--- config.mk ---
export PLATFORM = sky130hd
export DESIGN_NAME = mem_line_ctrl
export DESIGN_NICKNAME = d
export VERILOG_FILES = /design/src/rtl/mem_line_ctrl.sv
export SDC_FILE = /design/constraint.sdc
export NUM_CORES = 2
export LEC_CHECK = 0
export BUFFER_PORTS_ARGS = -buffer_cell sky130_fd_sc_hd__buf_2
export CAP_MARGIN = 10
export CORE_AREA = 2 2 473 475
export CTS_CLUSTER_DIAMETER = 120
export DETAILED_ROUTE_END_ITERATION = 12
export DIE_AREA = 0 0 475 477
export GPL_ROUTABILITY_DRIVEN = 1
export PLACE_DENSITY_LB_ADDON = 0.1
export SYNTH_ARGS = -nofsm -noshare
export SYNTH_HDL_FRONTEND = slang
export SYNTH_SLANG_ARGS = --single-unit
export TNS_END_PERCENT = 5
--- constraint.sdc ---
create_clock -name clk_i -period 3 [get_ports clk_i]
set_clock_uncertainty 0.2 [all_clocks]
set_input_delay 0.6 -clock clk_i [delete_from_list [all_inputs] [get_ports clk_i]]
set_output_delay 0.6 -clock clk_i [all_outputs]
set_load 0.005 [all_outputs]
--- src/rtl/mem_line_ctrl.sv ---
// rtl/mem_line_ctrl.sv - cache line fill/writeback sequencer over a word-wide memory port
// Optional feature macro: MEM_LINE_CTRL_TIMEOUT_EN (per-word wait timeout reported on error_o)
module mem_line_ctrl #(
    parameter int DATA_WIDTH     = 32,
    parameter int ADDR_WIDTH     = 64,
    parameter int WORDS_PER_LINE = 16
) (
    input  logic                                 clk_i,
    input  logic                                 arstn_i,
    input  logic                                 start_i,
    input  logic                                 write_i,
    input  logic [ADDR_WIDTH-1:0]                line_addr_i,
    input  logic [WORDS_PER_LINE*DATA_WIDTH-1:0] wdata_line_i,
    output logic                                 busy_o,
    output logic                                 done_o,
    output logic                                 error_o,
    output logic [WORDS_PER_LINE*DATA_WIDTH-1:0] rdata_line_o,
    output logic                                 mem_read_request_o,
    output logic                                 mem_write_en_o,
    output logic [ADDR_WIDTH-1:0]                mem_addr_o,
    output logic [DATA_WIDTH-1:0]                mem_data_o,
    input  logic [DATA_WIDTH-1:0]                mem_read_data_i,
    input  logic                                 mem_successful_access_i
);

    localparam int LINE_BITS  = WORDS_PER_LINE * DATA_WIDTH;
    localparam int IDX_W      = $clog2(WORDS_PER_LINE);
    localparam int WORD_BYTES = DATA_WIDTH / 8;
    localparam int WORD_SHIFT = $clog2(WORD_BYTES);
    localparam int LINE_BYTES = WORDS_PER_LINE * WORD_BYTES;
    localparam logic [ADDR_WIDTH-1:0] LINE_MASK = ADDR_WIDTH'(LINE_BYTES - 1);
    localparam logic [IDX_W-1:0]      LAST_IDX  = IDX_W'(WORDS_PER_LINE - 1);

    typedef enum logic [1:0] {
        S_IDLE   = 2'd0,
        S_ACCESS = 2'd1,
        S_DONE   = 2'd2
    } state_t;

    state_t                r_state;
    state_t                w_state_nxt;
    logic [ADDR_WIDTH-1:0] r_base;
    logic                  r_write;
    logic [LINE_BITS-1:0]  r_wdata;
    logic [LINE_BITS-1:0]  r_rdata;
    logic [IDX_W-1:0]      r_idx;
    logic                  w_access;
    logic                  w_ack;
    logic                  w_last;
    logic                  w_start;
    logic                  w_timeout;
    logic [31:0]           w_word_lsb;

    assign w_access   = (r_state == S_ACCESS);
    assign w_ack      = w_access && mem_successful_access_i;
    assign w_last     = (r_idx == LAST_IDX);
    assign w_start    = (r_state == S_IDLE) && start_i;
    assign w_word_lsb = 32'(r_idx) * 32'(DATA_WIDTH);

`ifdef MEM_LINE_CTRL_TIMEOUT_EN
    logic [7:0] r_wait;
    logic       r_err;

    // The 255th consecutive unacknowledged cycle of a word ends the transfer with an error
    assign w_timeout = w_access && !mem_successful_access_i && (r_wait == 8'hFE);

    // Per-word wait counter and sticky error flag for the DONE cycle
    always_ff @(posedge clk_i or negedge arstn_i) begin
        if (!arstn_i) begin
            r_wait <= 8'h00;
            r_err  <= 1'b0;
        end else if (w_start) begin
            r_wait <= 8'h00;
            r_err  <= 1'b0;
        end else if (w_ack) begin
            r_wait <= 8'h00;
        end else if (w_access) begin
            r_wait <= r_wait + 8'd1;
            if (w_timeout) begin
                r_err <= 1'b1;
            end
        end
    end

    assign done_o  = (r_state == S_DONE) && !r_err;
    assign error_o = (r_state == S_DONE) && r_err;
`else
    assign w_timeout = 1'b0;
    assign done_o    = (r_state == S_DONE);
    assign error_o   = 1'b0;
`endif

    // FSM state register
    always_ff @(posedge clk_i or negedge arstn_i) begin
        if (!arstn_i) begin
            r_state <= S_IDLE;
        end else begin
            r_state <= w_state_nxt;
        end
    end

    // Next-state logic: DONE always lasts exactly one cycle
    always_comb begin
        w_state_nxt = r_state;
        case (r_state)
            S_IDLE:   if (start_i) w_state_nxt = S_ACCESS;
            S_ACCESS: if ((w_ack && w_last) || w_timeout) w_state_nxt = S_DONE;
            S_DONE:   w_state_nxt = S_IDLE;
            default:  w_state_nxt = S_IDLE;
        endcase
    end

    // Transfer context latch, word index advance and fill capture
    always_ff @(posedge clk_i or negedge arstn_i) begin
        if (!arstn_i) begin
            r_base  <= '0;
            r_write <= 1'b0;
            r_wdata <= '0;
            r_rdata <= '0;
            r_idx   <= '0;
        end else if (w_start) begin
            r_base  <= line_addr_i & ~LINE_MASK;
            r_write <= write_i;
            r_wdata <= wdata_line_i;
            r_idx   <= '0;
        end else if (w_ack) begin
            if (!r_write) begin
                r_rdata[w_word_lsb +: DATA_WIDTH] <= mem_read_data_i;
            end
            r_idx <= r_idx + 1'b1;
        end
    end

    // Request outputs are pure decodes of registered state, so they are quiet outside ACCESS
    assign busy_o             = (r_state != S_IDLE);
    assign mem_read_request_o = w_access && !r_write;
    assign mem_write_en_o     = w_access && r_write;
    assign mem_addr_o         = w_access ? (r_base + (ADDR_WIDTH'(r_idx) << WORD_SHIFT)) : '0;
    assign mem_data_o         = w_access ? r_wdata[w_word_lsb +: DATA_WIDTH] : '0;
    assign rdata_line_o       = r_rdata;

endmodule

==> summary.txt <==
Placement
  – Port Buf Inserts: 1,216
  – Post-detail-place hpwl: 167,000 microns
  – RePlAce Congestion: 0.787

CTS
  – Clock tree root driver cell: sky130_fd_sc_hd__clkbuf_16
  – CTS Sinks: 1,089
  – CTS tree: done
  – Level count of the clock H-tree: 4
  – Clock transition at the register clock pins on the worst setup and hold paths after CTS: 0.06 ns
  – Insertion delay of the later-clocked pin in the worst-skew pair: 0.79 ns
  – Number of buffers between clock root and the deepest sink: 3
  – Num CTS Buffers: 143

Pwr
  – Leak pwr: 31.7 nW
  – Design Power: 0.0730 W
  – Total power per unit cell area: 1060 nW/um^2
  – Peak ir drop on the vdd network: 0.000616 V

Timing
  – Worst hold slack: 0.0864 ns
  – Rel. slew slack: 0.483
  – Final critical-path setup slack: -0.679 ns
  – Max-slew violation count: 0
  – Final worst-path cycle share: 1.23
  – Slew at the pin with the worst max-slew slack: 0.776 ns
  – RSZ-0062 raised after global routing: true
  – Fin crit period: 3.68 ns
  – Setup TNS: -20.52 ns
  – Final Hold Vio Count: 0
  – Highest clock rate: 0.272 GHz
  – # setup viols final: 59

Flow run
  – Max-cap check violation count: 0

Yosys
  – Number of distinct library cells after synthesis: 45
  – Gate Count Post-Synth: 3,660
  – Synth area leaders: sky130_fd_sc_hd__dfrtp_1, sky130_fd_sc_hd__mux2_2, sky130_fd_sc_hd__o21ai_0, sky130_fd_sc_hd__mux2i_1, sky130_fd_sc_hd__nand2_1
  – Register bit total from synthesis: 1,089
  – Most frequently used flop master after synthesis: sky130_fd_sc_hd__dfrtp_1
  – Top-area cell type share of the netlist area: 0.593
  – Sequential area share after synthesis: 0.593
  – Cell Area, Synth: 46,000 sq um
  – Largest area contributor in the netlist: sky130_fd_sc_hd__dfrtp_1
  – Count of warnings emitted by yosys: 0
  – Proportion of synthesized flip-flops having asynchronous set or reset: 1.00
  – Count of flip-flops with a built-in enable after synthesis: 0
  – Syn_area_per_cell: 12.6 sq um

Worst setup path
  – Crit path launch: r_idx[0]
  – Critical Path End Type: primary output
  – Ordered list of cells on the worst path: buf_8, buf_12, mux4_2, mux2i_1, buf_4, o21ai_0, buf_2
  – Number of buffers and inverters on the critical path: 4
  – Crit start category: register
  – Critical path's top delay family: buffers and inverters
  – FF-to-FF Start: r_idx[0]
  – Data arrival time at the worst-slack endpoint: 2.88 ns
  – Crit Path Class: reg -> out
  – Slowest stage cell on the critical path: sky130_fd_sc_hd__dfrtp_4
  – Peak per-stage delay on the critical path: 0.53 ns
  – Required @ worst endpoint: 2.20 ns
  – Highest fanout seen on the critical path: 12

Run status
  – Outcome: finished, violations left
  – Failing checks: negative setup slack

Floorplanning
  – Horiz. Die Dim: 475 microns
  – Num ports: 1,226
  – Die Height: 477 microns
  – Area of the core region: 221,000 sq um
  – Initial standard-cell utilization of the core: 0.208
  – Placement Rows: 173
  – Die area: 227,000 sq um

Global routing
  – Vias in the first global route: 38,500
  – Antenna violations before repair: 98
  – Total grt overflow: 0
  – First-pass GRT wire length: 311,000 microns
  – Largest net degree at the start of global routing: 113
  – Overall global routing resource usage: 0.193

Layout
  – Net total in the final layout: 6,145
  – Relative area change from synthesis to final layout: 49.2%
  – Fraction of final layout cells with drive strength greater than 1: 0.434
  – Utilization after layout: 0.310

Detailed routing
  – Drt drc: 0
  – Via/cell ratio: 4.24
  – Number of routed nets with antenna violations: 0
  – Average wire length per cell after detail routing: 25.8 microns
  – Final routed wirelength across all metal layers: 224,000 microns
  – Initial detailed-routing violation count: 1,843
  – Detailed Routing Iterations Pass 1: 5
  – Vias after detailed routing: 36,700

Worst hold path
  – Worst min-delay path category: in -> reg
  – Min-delay src: mem_read_data_i[2]
[synthesized netlist by cell type (2+ instances only)]
cell / number
sky130_fd_sc_hd__nor2b_1: 7
sky130_fd_sc_hd__xnor2_1: 2
sky130_fd_sc_hd__nand2_1: 384
sky130_fd_sc_hd__dfrtp_1: 1089
sky130_fd_sc_hd__mux2i_1: 186
sky130_fd_sc_hd__nor3_1: 3
sky130_fd_sc_hd__buf_4: 9
sky130_fd_sc_hd__or3_1: 2
sky130_fd_sc_hd__buf_1: 8
sky130_fd_sc_hd__mux2_2: 674
sky130_fd_sc_hd__or2_2: 3
sky130_fd_sc_hd__clkbuf_2: 19
sky130_fd_sc_hd__a21o_1: 2
sky130_fd_sc_hd__and3_1: 2
sky130_fd_sc_hd__inv_1: 101
sky130_fd_sc_hd__xor2_1: 2
sky130_fd_sc_hd__nand4_1: 6
sky130_fd_sc_hd__nand3_1: 129
sky130_fd_sc_hd__nor2_1: 12
sky130_fd_sc_hd__o21ai_0: 411
sky130_fd_sc_hd__ha_1: 3
sky130_fd_sc_hd__buf_2: 88
sky130_fd_sc_hd__clkbuf_1: 174
sky130_fd_sc_hd__and2_1: 99
sky130_fd_sc_hd__mux2_1: 7
sky130_fd_sc_hd__o2111ai_1: 3
sky130_fd_sc_hd__o211ai_1: 2
sky130_fd_sc_hd__nand2b_1: 2
sky130_fd_sc_hd__o31ai_1: 84
sky130_fd_sc_hd__o21ai_1: 6
sky130_fd_sc_hd__buf_6: 3
sky130_fd_sc_hd__a22oi_1: 80
sky130_fd_sc_hd__mux4_2: 46
[tightest hold or removal path, stage by stage]
cell,delay (ns)
sky130_fd_sc_hd__buf_2,0.25
sky130_fd_sc_hd__nand2_1,0.12
sky130_fd_sc_hd__o21ai_1,0.06
[flip-flops by register name, summed over array words and instances (netlist names)]
name and flops:
r_write 1, r_wdata 512, r_state 2, rdata_line_o 512
r_idx 4, r_base 58
[path summary, 6_finish.rpt]
path	endpoint	slack [ns]	cells after the start
max reg2reg	rdata_line_o[25]	-0.07	9
min in group asynchronous	rdata_line_o[188]	0.18	2
max in group asynchronous	rdata_line_o[496]	1.27	3
min reg2reg	rdata_line_o[229]	0.27	2
min	rdata_line_o[194]	0.09	3
max	mem_data_o[11]	-0.68	7
[routing by layer]
metal	part of all wire	GRT usage	vias to the layer above
met3	0.069	0.0581	339
met2	0.50	0.340	1083
met5	0.0023	0	-
met1	0.40	0.228	18500
met4	0.025	0.0498	80
li1	-	-	16700
[timing repair]
action                                  in CTS  in global routing
gates resized for setup                     82                 35
buffers inserted                             8                  3
hold buffers                               597                  0
endpoints found under the hold margin      682                  0
endpoints found under the setup margin     149                312
pin swaps                                    9                  5
cloned                                       3                  1
[through the flow]
stage	instances	setup WS [ns]	cell area, sq um
after floorplan	3662	0.00907	46000
after global placement	7748	-0.154	57100
after detailed placement	7748	-0.145	57100
after CTS	8613	-0.821	68300
after global routing	8648	-0.794	68600
final	8658	-0.679	68600
[placed cells by master (no fill, tap or decap), drive strengths merged, types with 4 or more instances in the layout]
master,count
a22oi,80
o31ai,84
diode,42
bufinv,10
nor2,12
nor2b,7
clkinv,24
mux2i,186
dfrtp,1089
clkbuf,213
nand4,6
o2111ai,4
mux4,46
buf,1423
o21ai,417
mux2,681
nand2,384
nand3,129
dlygate4sd3,597
and2,99
inv,111
[cells by family after synthesis]
kind of cell,share of synthesized area
xor+xnor,0.000762
other cells,0.0000815
simple gates,0.0649
mux,0.230
fa+ha+maj,0.000816
buf+inv,0.0369
compound gates,0.0742
flops,0.593
[cell type report]
class / instances / area [sq um]
fill: 23100 / 153000
multi-input combinational: 2171 / 17500
tap: 2975 / 3720
antenna: 42 / 105
clock inverter: 45 / 664
timing repair buffer: 2023 / 14800
sequential: 1089 / 27300
inverter: 101 / 379
clock buffer: 212 / 4170
[report_power, final]
group	switching [W]	leakage [nW]	internal [W]
sequential	0.00339	13.5	0.0209
clock	0.00725	2.37	0.0106
combinational	0.0167	15.7	0.0141
Note: power is estimated with default switching activity, not from simulation.
